<file path="config.mk">
export PLATFORM = sky130hd
export DESIGN_NAME = mbox_fetch_buffer_flat
export DESIGN_NICKNAME = d
export VERILOG_FILES = /design/src/rtl/mbox_fetch_buffer_pkg.sv /design/src/rtl/mbox_fetch_buffer_if.sv /design/src/rtl/mbox_fetch_buffer_fifo.sv /design/src/rtl/mbox_fetch_buffer.sv /design/src/flat_wrapper.sv
export SDC_FILE = /design/constraint.sdc
export NUM_CORES = 1
export LEC_CHECK = 0
export CAP_MARGIN = 20
export CORE_MARGIN = 1
export CORE_UTILIZATION = 28
export CTS_CLUSTER_SIZE = 24
export DETAILED_ROUTE_END_ITERATION = 6
export SYNTH_ARGS = -nofsm -noshare
export SYNTH_HDL_FRONTEND = slang
export SYNTH_SLANG_ARGS = --single-unit
</file>
<file path="constraint.sdc">
create_clock -name clk -period 2.7 [get_ports clk]
set_input_delay 0.27 -clock clk [delete_from_list [all_inputs] [get_ports clk]]
set_output_delay 0.27 -clock clk [all_outputs]
set_load 0.01 [all_outputs]
</file>
<file path="src/rtl/mbox_fetch_buffer_pkg.sv">
// Shared types and helpers for the MBOX fetch buffer slice.
// Optional build macro used by this slice: MBOX_FETCH_PARITY_EN.
package mbox_pkg;

    localparam int MBOX_AW = 32;
    localparam int MBOX_DW = 32;

    typedef logic [MBOX_AW-1:0] mbox_addr_t;
    typedef logic [MBOX_DW-1:0] mbox_data_t;

    // Width needed to hold an occupancy count of 0..depth inclusive.
    function automatic int level_width(input int depth);
        return $clog2(depth + 1);
    endfunction

endpackage

</file>
<file path="src/rtl/mbox_fetch_buffer_if.sv">
// Bus bundle for mbox_fetch_buffer: upstream address stream, SRAM read port,
// consumer data stream and status.
// With MBOX_FETCH_PARITY_EN defined, the bundle also carries mem_rpar and perr.
//
// Handshake: a transfer happens on a rising clock edge where valid && ready.
// A source holding valid keeps its payload stable until the transfer; ready
// may change freely and never depends on a transfer already completing.
// addr_valid/addr_ready move upstream addresses in; dout_valid/dout_ready
// move FIFO head words out. dout_ready is ignored while dout_valid is low.
interface mbox_fetch_buffer_if #(
    parameter int AW = mbox_pkg::MBOX_AW,
    parameter int DW = mbox_pkg::MBOX_DW,
    parameter int LW = mbox_pkg::level_width(4)
) ();

    logic          addr_valid;
    logic [AW-1:0] addr;
    logic          addr_ready;
    logic          flush;
    logic          mem_re;
    logic [AW-1:0] mem_addr;
    logic [DW-1:0] mem_rdata;
    logic          dout_valid;
    logic [DW-1:0] dout;
    logic          dout_ready;
    logic [LW-1:0] level;
    logic          busy;
`ifdef MBOX_FETCH_PARITY_EN
    logic          mem_rpar;
    logic          perr;
`endif

    // Block side.
    modport slave (
        input  addr_valid, addr, flush, mem_rdata, dout_ready,
`ifdef MBOX_FETCH_PARITY_EN
        input  mem_rpar,
        output perr,
`endif
        output addr_ready, mem_re, mem_addr, dout_valid, dout, level, busy
    );

    // Environment side: address source, SRAM and consumer.
    modport master (
        output addr_valid, addr, flush, mem_rdata, dout_ready,
`ifdef MBOX_FETCH_PARITY_EN
        output mem_rpar,
        input  perr,
`endif
        input  addr_ready, mem_re, mem_addr, dout_valid, dout, level, busy
    );

endinterface

</file>
<file path="src/rtl/mbox_fetch_buffer_fifo.sv">
// Synchronous FIFO for returned mailbox words. Flush empties it in one cycle
// and takes priority over push/pop in that cycle. rdata shows the head entry
// and reads as zero while empty.
module mbox_sync_fifo #(
    parameter int DEPTH = 4,
    parameter int W     = 32,
    parameter int LW    = $clog2(DEPTH + 1)
) (
    input  logic          clk,
    input  logic          rst_n,
    input  logic          flush,
    input  logic          push,
    input  logic [W-1:0]  wdata,
    input  logic          pop,
    output logic [W-1:0]  rdata,
    output logic          empty,
    output logic          full,
    output logic [LW-1:0] level
);

    localparam int PW = $clog2(DEPTH);

    logic [W-1:0]  mem [DEPTH];
    logic [PW-1:0] wr_ptr;
    logic [PW-1:0] rd_ptr;
    logic          push_ok;
    logic          pop_ok;

    assign empty   = (level == '0);
    assign full    = (level == LW'(DEPTH));
    assign push_ok = push && !full && !flush;
    assign pop_ok  = pop && !empty && !flush;
    assign rdata   = empty ? '0 : mem[rd_ptr];

    // Storage write; entries need no reset because the head is masked while empty.
    always_ff @(posedge clk) begin
        if (push_ok) begin
            mem[wr_ptr] <= wdata;
        end
    end

    // Pointers wrap naturally (DEPTH is a power of two); level tracks occupancy.
    always_ff @(posedge clk or negedge rst_n) begin
        if (!rst_n) begin
            wr_ptr <= '0;
            rd_ptr <= '0;
            level  <= '0;
        end else if (flush) begin
            wr_ptr <= '0;
            rd_ptr <= '0;
            level  <= '0;
        end else begin
            if (push_ok) begin
                wr_ptr <= wr_ptr + PW'(1);
            end
            if (pop_ok) begin
                rd_ptr <= rd_ptr + PW'(1);
            end
            case ({push_ok, pop_ok})
                2'b10:   level <= level + LW'(1);
                2'b01:   level <= level - LW'(1);
                default: level <= level;
            endcase
        end
    end

endmodule

</file>
<file path="src/rtl/mbox_fetch_buffer.sv">
// MBOX fetch buffer: turns the upstream word-address stream into single-word
// SRAM reads and buffers the returned words for the consumer. Reads are only
// issued when a FIFO slot is reserved for them (level + inflight < DEPTH), so
// a return always has room. A flush drops buffered and in-flight words.
// Optional build macro: MBOX_FETCH_PARITY_EN (odd parity check on returns,
// sticky perr output).
module mbox_fetch_buffer
    import mbox_pkg::*;
#(
    parameter int DEPTH  = 4,
    parameter int RD_LAT = 2,
    parameter int AW     = MBOX_AW,
    parameter int DW     = MBOX_DW
) (
    input  logic                clk,
    input  logic                rst_n,
    mbox_fetch_buffer_if.slave  bus
);

    localparam int LW = level_width(DEPTH);
    localparam int IW = $clog2(RD_LAT + 1);
    localparam int CW = ((LW > IW) ? LW : IW) + 1;
`ifdef MBOX_FETCH_PARITY_EN
    localparam int FW = DW + 1;
`else
    localparam int FW = DW;
`endif

    logic [RD_LAT-1:0] vpipe;
    logic [RD_LAT-1:0] vpipe_next;
    logic [IW-1:0]     inflight;
    logic [CW-1:0]     credits_used;
    logic              addr_ready;
    logic              accept;
    logic              ret;
    logic              push;
    logic              pop;
    logic [LW-1:0]     level;
    logic              fifo_empty;
    logic              fifo_full;
    logic [FW-1:0]     fifo_wdata;
    logic [FW-1:0]     fifo_rdata;

    // Every buffered word and every outstanding read holds one FIFO credit.
    assign credits_used = CW'(level) + CW'(inflight);
    assign addr_ready   = rst_n && !bus.flush && (credits_used < CW'(DEPTH));
    assign accept       = bus.addr_valid && addr_ready;

    // The read is issued combinationally in the accept cycle.
    assign bus.addr_ready = addr_ready;
    assign bus.mem_re     = accept;
    assign bus.mem_addr   = accept ? bus.addr : '0;

    // The oldest pipe stage lines up with mem_rdata being valid.
    assign ret  = vpipe[RD_LAT-1];
    assign push = ret && !bus.flush;
    assign pop  = !fifo_empty && bus.dout_ready && !bus.flush;

    // Next value of the read-valid pipe: shift toward the output, new read enters at bit 0.
    always_comb begin
        vpipe_next    = vpipe << 1;
        vpipe_next[0] = accept;
    end

    // Read-valid pipe and outstanding-read count; flush forgets every read in flight.
    always_ff @(posedge clk or negedge rst_n) begin
        if (!rst_n) begin
            vpipe    <= '0;
            inflight <= '0;
        end else if (bus.flush) begin
            vpipe    <= '0;
            inflight <= '0;
        end else begin
            vpipe <= vpipe_next;
            case ({accept, ret})
                2'b10:   inflight <= inflight + IW'(1);
                2'b01:   inflight <= inflight - IW'(1);
                default: inflight <= inflight;
            endcase
        end
    end

`ifdef MBOX_FETCH_PARITY_EN
    logic perr_q;

    assign fifo_wdata = {bus.mem_rpar, bus.mem_rdata};
    assign bus.perr   = perr_q;

    // Sticky odd-parity error on any word written into the FIFO.
    always_ff @(posedge clk or negedge rst_n) begin
        if (!rst_n) begin
            perr_q <= 1'b0;
        end else if (bus.flush) begin
            perr_q <= 1'b0;
        end else if (push && !(^{bus.mem_rdata, bus.mem_rpar})) begin
            perr_q <= 1'b1;
        end
    end
`else
    assign fifo_wdata = bus.mem_rdata;
`endif

    mbox_sync_fifo #(
        .DEPTH (DEPTH),
        .W     (FW),
        .LW    (LW)
    ) u_fifo (
        .clk   (clk),
        .rst_n (rst_n),
        .flush (bus.flush),
        .push  (push),
        .wdata (fifo_wdata),
        .pop   (pop),
        .rdata (fifo_rdata),
        .empty (fifo_empty),
        .full  (fifo_full),
        .level (level)
    );

    assign bus.dout_valid = !fifo_empty;
    assign bus.dout       = fifo_rdata[DW-1:0];
    assign bus.level      = level;
    assign bus.busy       = (level != '0) || (inflight != '0);

    // A returning word must always find a free slot.
    a_no_overflow: assert property (@(posedge clk) disable iff (!rst_n) push |-> !fifo_full)
        else $error("fifo written while full");

endmodule

</file>
<file path="src/flat_wrapper.sv">
// flat-port wrapper written by rule: the top's interface ports become plain ports
module mbox_fetch_buffer_flat import mbox_pkg::*;
#(
    parameter int DEPTH  = 4,
    parameter int RD_LAT = 2,
    parameter int AW     = MBOX_AW,
    parameter int DW     = MBOX_DW
)
  (clk, rst_n, bus_addr_valid, bus_addr, bus_flush, bus_mem_rdata, bus_dout_ready, bus_addr_ready, bus_mem_re, bus_mem_addr, bus_dout_valid, bus_dout, bus_level, bus_busy);
  mbox_fetch_buffer_if #(.AW(AW), .DW(DW), .LW((level_width(DEPTH)))) bus_i ();
  input  logic clk;
  input  logic rst_n;
  input wire logic [$bits(bus_i.addr_valid)-1:0] bus_addr_valid;
  input wire logic [$bits(bus_i.addr)-1:0] bus_addr;
  input wire logic [$bits(bus_i.flush)-1:0] bus_flush;
  input wire logic [$bits(bus_i.mem_rdata)-1:0] bus_mem_rdata;
  input wire logic [$bits(bus_i.dout_ready)-1:0] bus_dout_ready;
  output wire logic [$bits(bus_i.addr_ready)-1:0] bus_addr_ready;
  output wire logic [$bits(bus_i.mem_re)-1:0] bus_mem_re;
  output wire logic [$bits(bus_i.mem_addr)-1:0] bus_mem_addr;
  output wire logic [$bits(bus_i.dout_valid)-1:0] bus_dout_valid;
  output wire logic [$bits(bus_i.dout)-1:0] bus_dout;
  output wire logic [$bits(bus_i.level)-1:0] bus_level;
  output wire logic [$bits(bus_i.busy)-1:0] bus_busy;
  assign bus_i.addr_valid = bus_addr_valid;
  assign bus_i.addr = bus_addr;
  assign bus_i.flush = bus_flush;
  assign bus_i.mem_rdata = bus_mem_rdata;
  assign bus_i.dout_ready = bus_dout_ready;
  assign bus_addr_ready = bus_i.addr_ready;
  assign bus_mem_re = bus_i.mem_re;
  assign bus_mem_addr = bus_i.mem_addr;
  assign bus_dout_valid = bus_i.dout_valid;
  assign bus_dout = bus_i.dout;
  assign bus_level = bus_i.level;
  assign bus_busy = bus_i.busy;
  mbox_fetch_buffer #(.DEPTH(DEPTH), .RD_LAT(RD_LAT), .AW(AW), .DW(DW)) u_core (.clk(clk), .rst_n(rst_n), .bus(bus_i));
endmodule
</file>
Yosys cells after proc, flatten, opt, wreduce, memory -nomap -nowiden
Memories as Yosys holds them, arrays and structs flattened.
Cells that the tools add are included.

storage, ports and cells
  flip-flop bits (word level) = 11
  latch bits = 0
  RAM bits = 128
  ROM bits = 0
  input bits = 69
  output and inout port bits = 71
  logic and storage cells = 53
  memories kept = 1

memory list
  memory             words  width  read ports  clocked after Yosys merged registers in  write ports  RTL line                      source
  u_core.u_fifo.mem  4      32     1           0                                        1            mbox_fetch_buffer_fifo.sv:23  logic [W-1:0] mem [DEPTH];

operators by class
  add/sub/neg operators = 7
  $mul = 0
  divide/modulo/power cells = 0
  order comparisons = 1
  equality and inequality tests = 5
  shifts and indexed selects = 0
  multiplexer cells = 13
  bitwise gates (word level) = 0
  reduce and logical (&&, ||, !) cells = 21

operators with widths
  cell                                                                           number
  32-bit two-way mux                                                             2
  2-bit two-way mux                                                              6
  1-bit logical AND                                                              10
  3-bit nonzero test                                                             3
  2-bit by 1-bit adder with 2-bit output (second input constant)                 3
  3-bit case mux with 2 select lines                                             1
  2-bit nonzero test                                                             3
  3-bit by 2-bit adder with 4-bit output                                         1
  2-bit by 1-bit equality test with 1-bit output (second input constant)         2
  2-bit equality test (second input constant)                                    2
  4-bit by 3-bit less-than comparator with 1-bit output (second input constant)  1
  2-bit case mux with 2 select lines                                             1
  3-bit by 1-bit adder with 3-bit output (second input constant)                 1
  3-bit equality test (second input constant)                                    1
  1-bit logical NOT                                                              3
  3-bit logical NOT                                                              1
  3-bit two-way mux                                                              1
  3-bit by 1-bit subtractor with 3-bit output (second input constant)            1
  1-bit two-way mux                                                              2
  2-bit by 1-bit subtractor with 2-bit output (second input constant)            1
  1-bit logical OR                                                               1

Logic depth before layout (Yosys ltp)
  word-level depth = 9
  gate-level depth with buffers = 8
  mapped depth without buffers = 6

By module
Synthesis repeated with hierarchy kept, for this count alone.

second synthesis, totals
  cells, all modules = 334
  area total of the unflattened synthesis = 5933.2 µm²

modules (own cells, without submodules)
  module             times used  cells each  area each (µm²)  sequential area each (µm²)
  mbox_sync_fifo     1           269         5434.0           4018.9
  mbox_fetch_buffer  1           65          499.2            100.1

Least setup slack after synthesis
Ideal clock, no wire load.

  path type = reg-to-reg
  start point = reg u_core.u_fifo.level[0]
  end point = mem u_core.u_fifo.mem[0][0] (enable)
  setup time = 0.392 ns
  arrival = 1.893 ns
  data required time = 2.308 ns
  slack = 0.415 ns
  cell stages (with the launch flop) = 6
  buffers on the path = 2
  clock period less this slack = 2.285 ns
  path through = dfrtp_1 buf_2 nor2_1 a21oi_1 buf_2 and2_1

on the way
  longest elaborated chain between the ends = 6

RTL lines
  what                                     RTL line                      source
  from (decl)                              mbox_fetch_buffer_fifo.sv:18  output logic [LW-1:0] level
  from (signal assigned)                   mbox_fetch_buffer_fifo.sv:60  2'b10: level <= level + LW'(1);
  from (signal assigned)                   mbox_fetch_buffer_fifo.sv:61  2'b01: level <= level - LW'(1);
  from (signal assigned)                   mbox_fetch_buffer_fifo.sv:62  default: level <= level;
  3-bit equality test                      mbox_fetch_buffer_fifo.sv:30  assign full = (level == LW'(DEPTH));
  1-bit logical NOT                        mbox_fetch_buffer_fifo.sv:31  assign push_ok = push && !full && !flush;
  1-bit logical AND (2 in series)          mbox_fetch_buffer_fifo.sv:31
  1-bit two-way mux                        mbox_fetch_buffer_fifo.sv:37  if (push_ok) begin
  1-bit two-way mux (implied by the code)  mbox_fetch_buffer_fifo.sv:38  mem[wr_ptr] <= wdata;
  to (decl)                                mbox_fetch_buffer_fifo.sv:23

No other way between the ends.

Worst setup path after layout
  start point = reg u_core.u_fifo.level[1]
  end point = out bus_dout[12]

on the way
  longest elaborated chain between the ends = 2

RTL lines
  what                RTL line                      source
  3-bit logical NOT   mbox_fetch_buffer_fifo.sv:29  assign empty = (level == '0);
  32-bit two-way mux  mbox_fetch_buffer_fifo.sv:33  assign rdata = empty ? '0 : mem[rd_ptr];
  to (decl)           flat_wrapper.sv:22            output wire logic [$bits(bus_i.dout)-1:0] bus_dout;

No other way between the ends.

==> flow_summary.json <==
{
  "path_delay_family": "buffers and inverters",
  "switching_share": 0.205,
  "cts_buffer_depth": 2,
  "power.switching_mw": 1.06,
  "setup_violations": 0,
  "slew_headroom": 0.733,
  "final_util": 0.411,
  "grt_pass1_vias": 3578,
  "synth_edf_count": 128,
  "synth_fp_nets": 404,
  "reg2reg_to": "u_core.u_fifo.level[1]",
  "maxCapViolCount": 0,
  "yosys.area.top_type": "edfxtp_1",
  "num_vias": 3481,
  "hold_class": "input pin to asynchronous set/reset pin",
  "cp-end-kind": "output pin",
  "yosysSeqAreaShare": 0.700,
  "yosysTopAreaCellShare": 0.653,
  "drv_slew": 0,
  "cts-root-buf": "clkbuf_16",
  "crit_path_cell_trace": "buf_4 > or3_1 > buf_4 > and2_1 > clkdlybuf4s50_1",
  "totalNegativeSetupSlack_ps": 0,
  "ys_ff_latch": 139,
  "seqPwrFrac": 0.456,
  "worst-path-buf-inv": 3,
  "ant_nets": 0,
  "antenna-diode-count": 0,
  "worstRegToRegCells": 7,
  "netlist_area_um2": 5890,
  "crit_fanout": 17,
  "hpwl_um": 8280,
  "seq_area_um2": 4120,
  "grt-ovfl-total": 0,
  "finalNetCount": 565,
  "areaGrowthSynthToFinish_pct": 42.7,
  "die_h_um": 147,
  "clockPowerShare": 0.477,
  "grt_pass1_wl_um": 20200,
  "avgSynthCellArea_um2": 17.9,
  "max_stage_delay_ps": 480,
  "start_util": 0.288,
  "hold_buffers": 0,
  "cts_num_sinks": 139,
  "via_per_inst": 4.50,
  "intPower_mw": 4.14,
  "skew_ps": 19.1,
  "r2r_setup_slack_ps": 540,
  "post-route-drc-count": 0,
  "postSynthCellCount": 329,
  "cts_tree": "done",
  "numCtsBuffers": 17,
  "irDropWorstVdd_uv": 386,
  "routedWlPerCell_um": 17.6,
  "ys_types": 37,
  "drive_above_1_share": 0.205,
  "design.die.area_um2": 21600,
  "rows": 52,
  "clk_pin_slew_ps": 60,
  "startpoint_type": "flop",
  "p_leak_nw": 2.96,
  "whs_ps": 191,
  "slowest_stage": "clkdlybuf4s50_1",
  "multiInputGateArea_um2": 1630,
  "place_congestion": 0.761,
  "synthArstFlopShare": 0.0791,
  "status": "complete, no violations",
  "numPortBuffers": 139,
  "fillers": 1887,
  "arrival_ps": 2310,
  "drtIter0Drc": 132,
  "synthTopCellsByArea": "edfxtp_1 65%, mux4_2 12%, and2_1 7.2%, dfrtp_1 4.7%, ha_1 1.1%",
  "drtPass1Iterations": 4,
  "wirelength_um": 13600,
  "crit_path_frequent_cell": "buf_4",
  "h-tree-depth": 4,
  "ios": 140,
  "required_ps": 2430,
  "pwr_density_cell_nw_per_um2": 619,
  "finalCritPeriodShare": 0.956,
  "critPathKind": "flop to output pin",
  "dieWidth_um": 147,
  "antenna_found_initial": 0,
  "core_um2": 20400,
  "period_minus_slack_ps": 2580,
  "hold_violations": 0,
  "rsz0062_at_grt": "false",
  "ys.flop_type": "edfxtp_1",
  "grt_max_degree": 34,
  "timing.fmax_mhz": 387,
  "yosysWarnings": 0,
  "rr_startpoint": "u_core.u_fifo.level[1]",
  "worst_pin_slew_ps": 401,
  "p_comb_frac": 0.067,
  "grt_use_total": 0.128,
  "clk-insertion-delay-late_ps": 430
}
==> logic make-up (layout without fill, tap and decap cells) <==
group / count (synthesis) / after routing / synth area share
buffers and inverters: 27 / 201 / 0.0249
xor gates and xnor gates: 2 / 2 / 0.00298
muxes: 35 / 35 / 0.128
DFF: 139 / 139 / 0.700
AOI/OAI and AO/OA: 18 / 18 / 0.0236
and+or+nand+nor: 102 / 102 / 0.107
adders and majority gates: 6 / 6 / 0.0140
==> worst register-to-register path, cell delays in order (launching register included) <==
cell	delay, ps
dfrtp_1	380
buf_4	170
or3_1	440
nand2_2	140
nor3_1	70
fa_1	530
nand3_1	100
a221oi_2	250
==> metrics by stage <==
step	cells	cell area, um2	power, mW	setup slack, ps
after floorplan	329	5890	2.54	415
after global placement	736	7720	2.76	203
after detailed placement	736	7720	2.77	128
after CTS	770	8340	5.26	15.2
after global routing	773	8400	5.37	14.2
final	773	8400	5.20	119
==> final cells by class <==
class,instances,share of cell area
clock buffers,17,0.0506
flip-flops and latches,139,0.491
inverters,5,0.00223
clock inverters,15,0.0253
multi-input cells,163,0.194
repair buffers,164,0.197
well taps,270,0.0402
==> layer usage <==
| metal | vias up | global-route usage | part of all wire |
|---|---|---|---|
| met2 | 142 | 0.218 | 0.51 |
| met5 | - | 0 | 0 |
| met3 | 23 | 0.0398 | 0.066 |
| li1 | 1579 | - | - |
| met4 | 0 | 0.0541 | 0.018 |
| met1 | 1737 | 0.148 | 0.41 |
==> worst max path at each step <==
stage | start | end | slack [ps] | cells past startpoint
4_1_cts | u_core.u_fifo.rd_ptr[0] | bus_dout[31] | 20 | 4
6_report | u_core.u_fifo.level[1] | bus_dout[12] | 120 | 5
5_1_grt | u_core.inflight[1] | bus_mem_re | 10 | 6
3_3_place_gp | bus_flush | bus_mem_addr[17] | 200 | 7
2_1_floorplan | u_core.u_fifo.level[0] | u_core.u_fifo.mem[0][0] | 420 | 5
3_5_place_dp | bus_flush | bus_mem_addr[24] | 130 | 7
==> placed cells by master (no fill, tap or decap), types with 5 or more instances in the layout <==
| cell | Yosys | final |
|---|---|---|
| edfxtp_1 | 128 | 128 |
| clkdlybuf4s50_1 | 0 | 107 |
| and2_1 | 68 | 64 |
| mux4_2 | 32 | 32 |
| dlygate4sd2_1 | 0 | 32 |
| clkbuf_16 | 0 | 19 |
| buf_4 | 2 | 17 |
| dfrtp_1 | 11 | 9 |
| nor2_1 | 7 | 7 |
| nand3_1 | 6 | 6 |
| a21oi_1 | 5 | 5 |
| inv_1 | 5 | 5 |
| buf_12 | 0 | 5 |
==> Yosys cell counts, types with 4 or more instances <==
cell type	instances
edfxtp_1	128
nor2_1	7
buf_2	6
a21oi_1	5
ha_1	5
and2_1	68
buf_6	4
mux4_2	32
nand2b_1	4
clkbuf_1	10
dfrtp_1	11
nand3_1	6
inv_1	5
==> state kept, by name (all words and copies together) (netlist names) <==
register / cells
u_core.vpipe: 2
u_core.u_fifo.wr_ptr: 2
u_core.u_fifo.level: 3
u_core.u_fifo.rd_ptr: 2
u_core.inflight: 2
u_core.u_fifo.mem: 128
==> timing repair <==
| action | 4_1_cts | 5_1_grt |
|---|---|---|
| endpoints found under the setup margin | 33 | 4 |
| buffers inserted | 2 | 1 |
| pin swaps | 2 | 1 |
| resized for setup | 33 | 1 |
| cloned | 0 | 2 |
==> power by group through the flow <==
stage,Combinational (mW),Clock (mW),Sequential [mW]
3_5_place_dp,0.349,0,2.42
4_1_cts,0.344,2.55,2.37
2_1_floorplan,0.130,0,2.41
6_report,0.346,2.48,2.37
3_3_place_gp,0.342,0,2.42
5_1_grt,0.373,2.63,2.37
No activity file was read; power rests on OpenSTA's default activity.
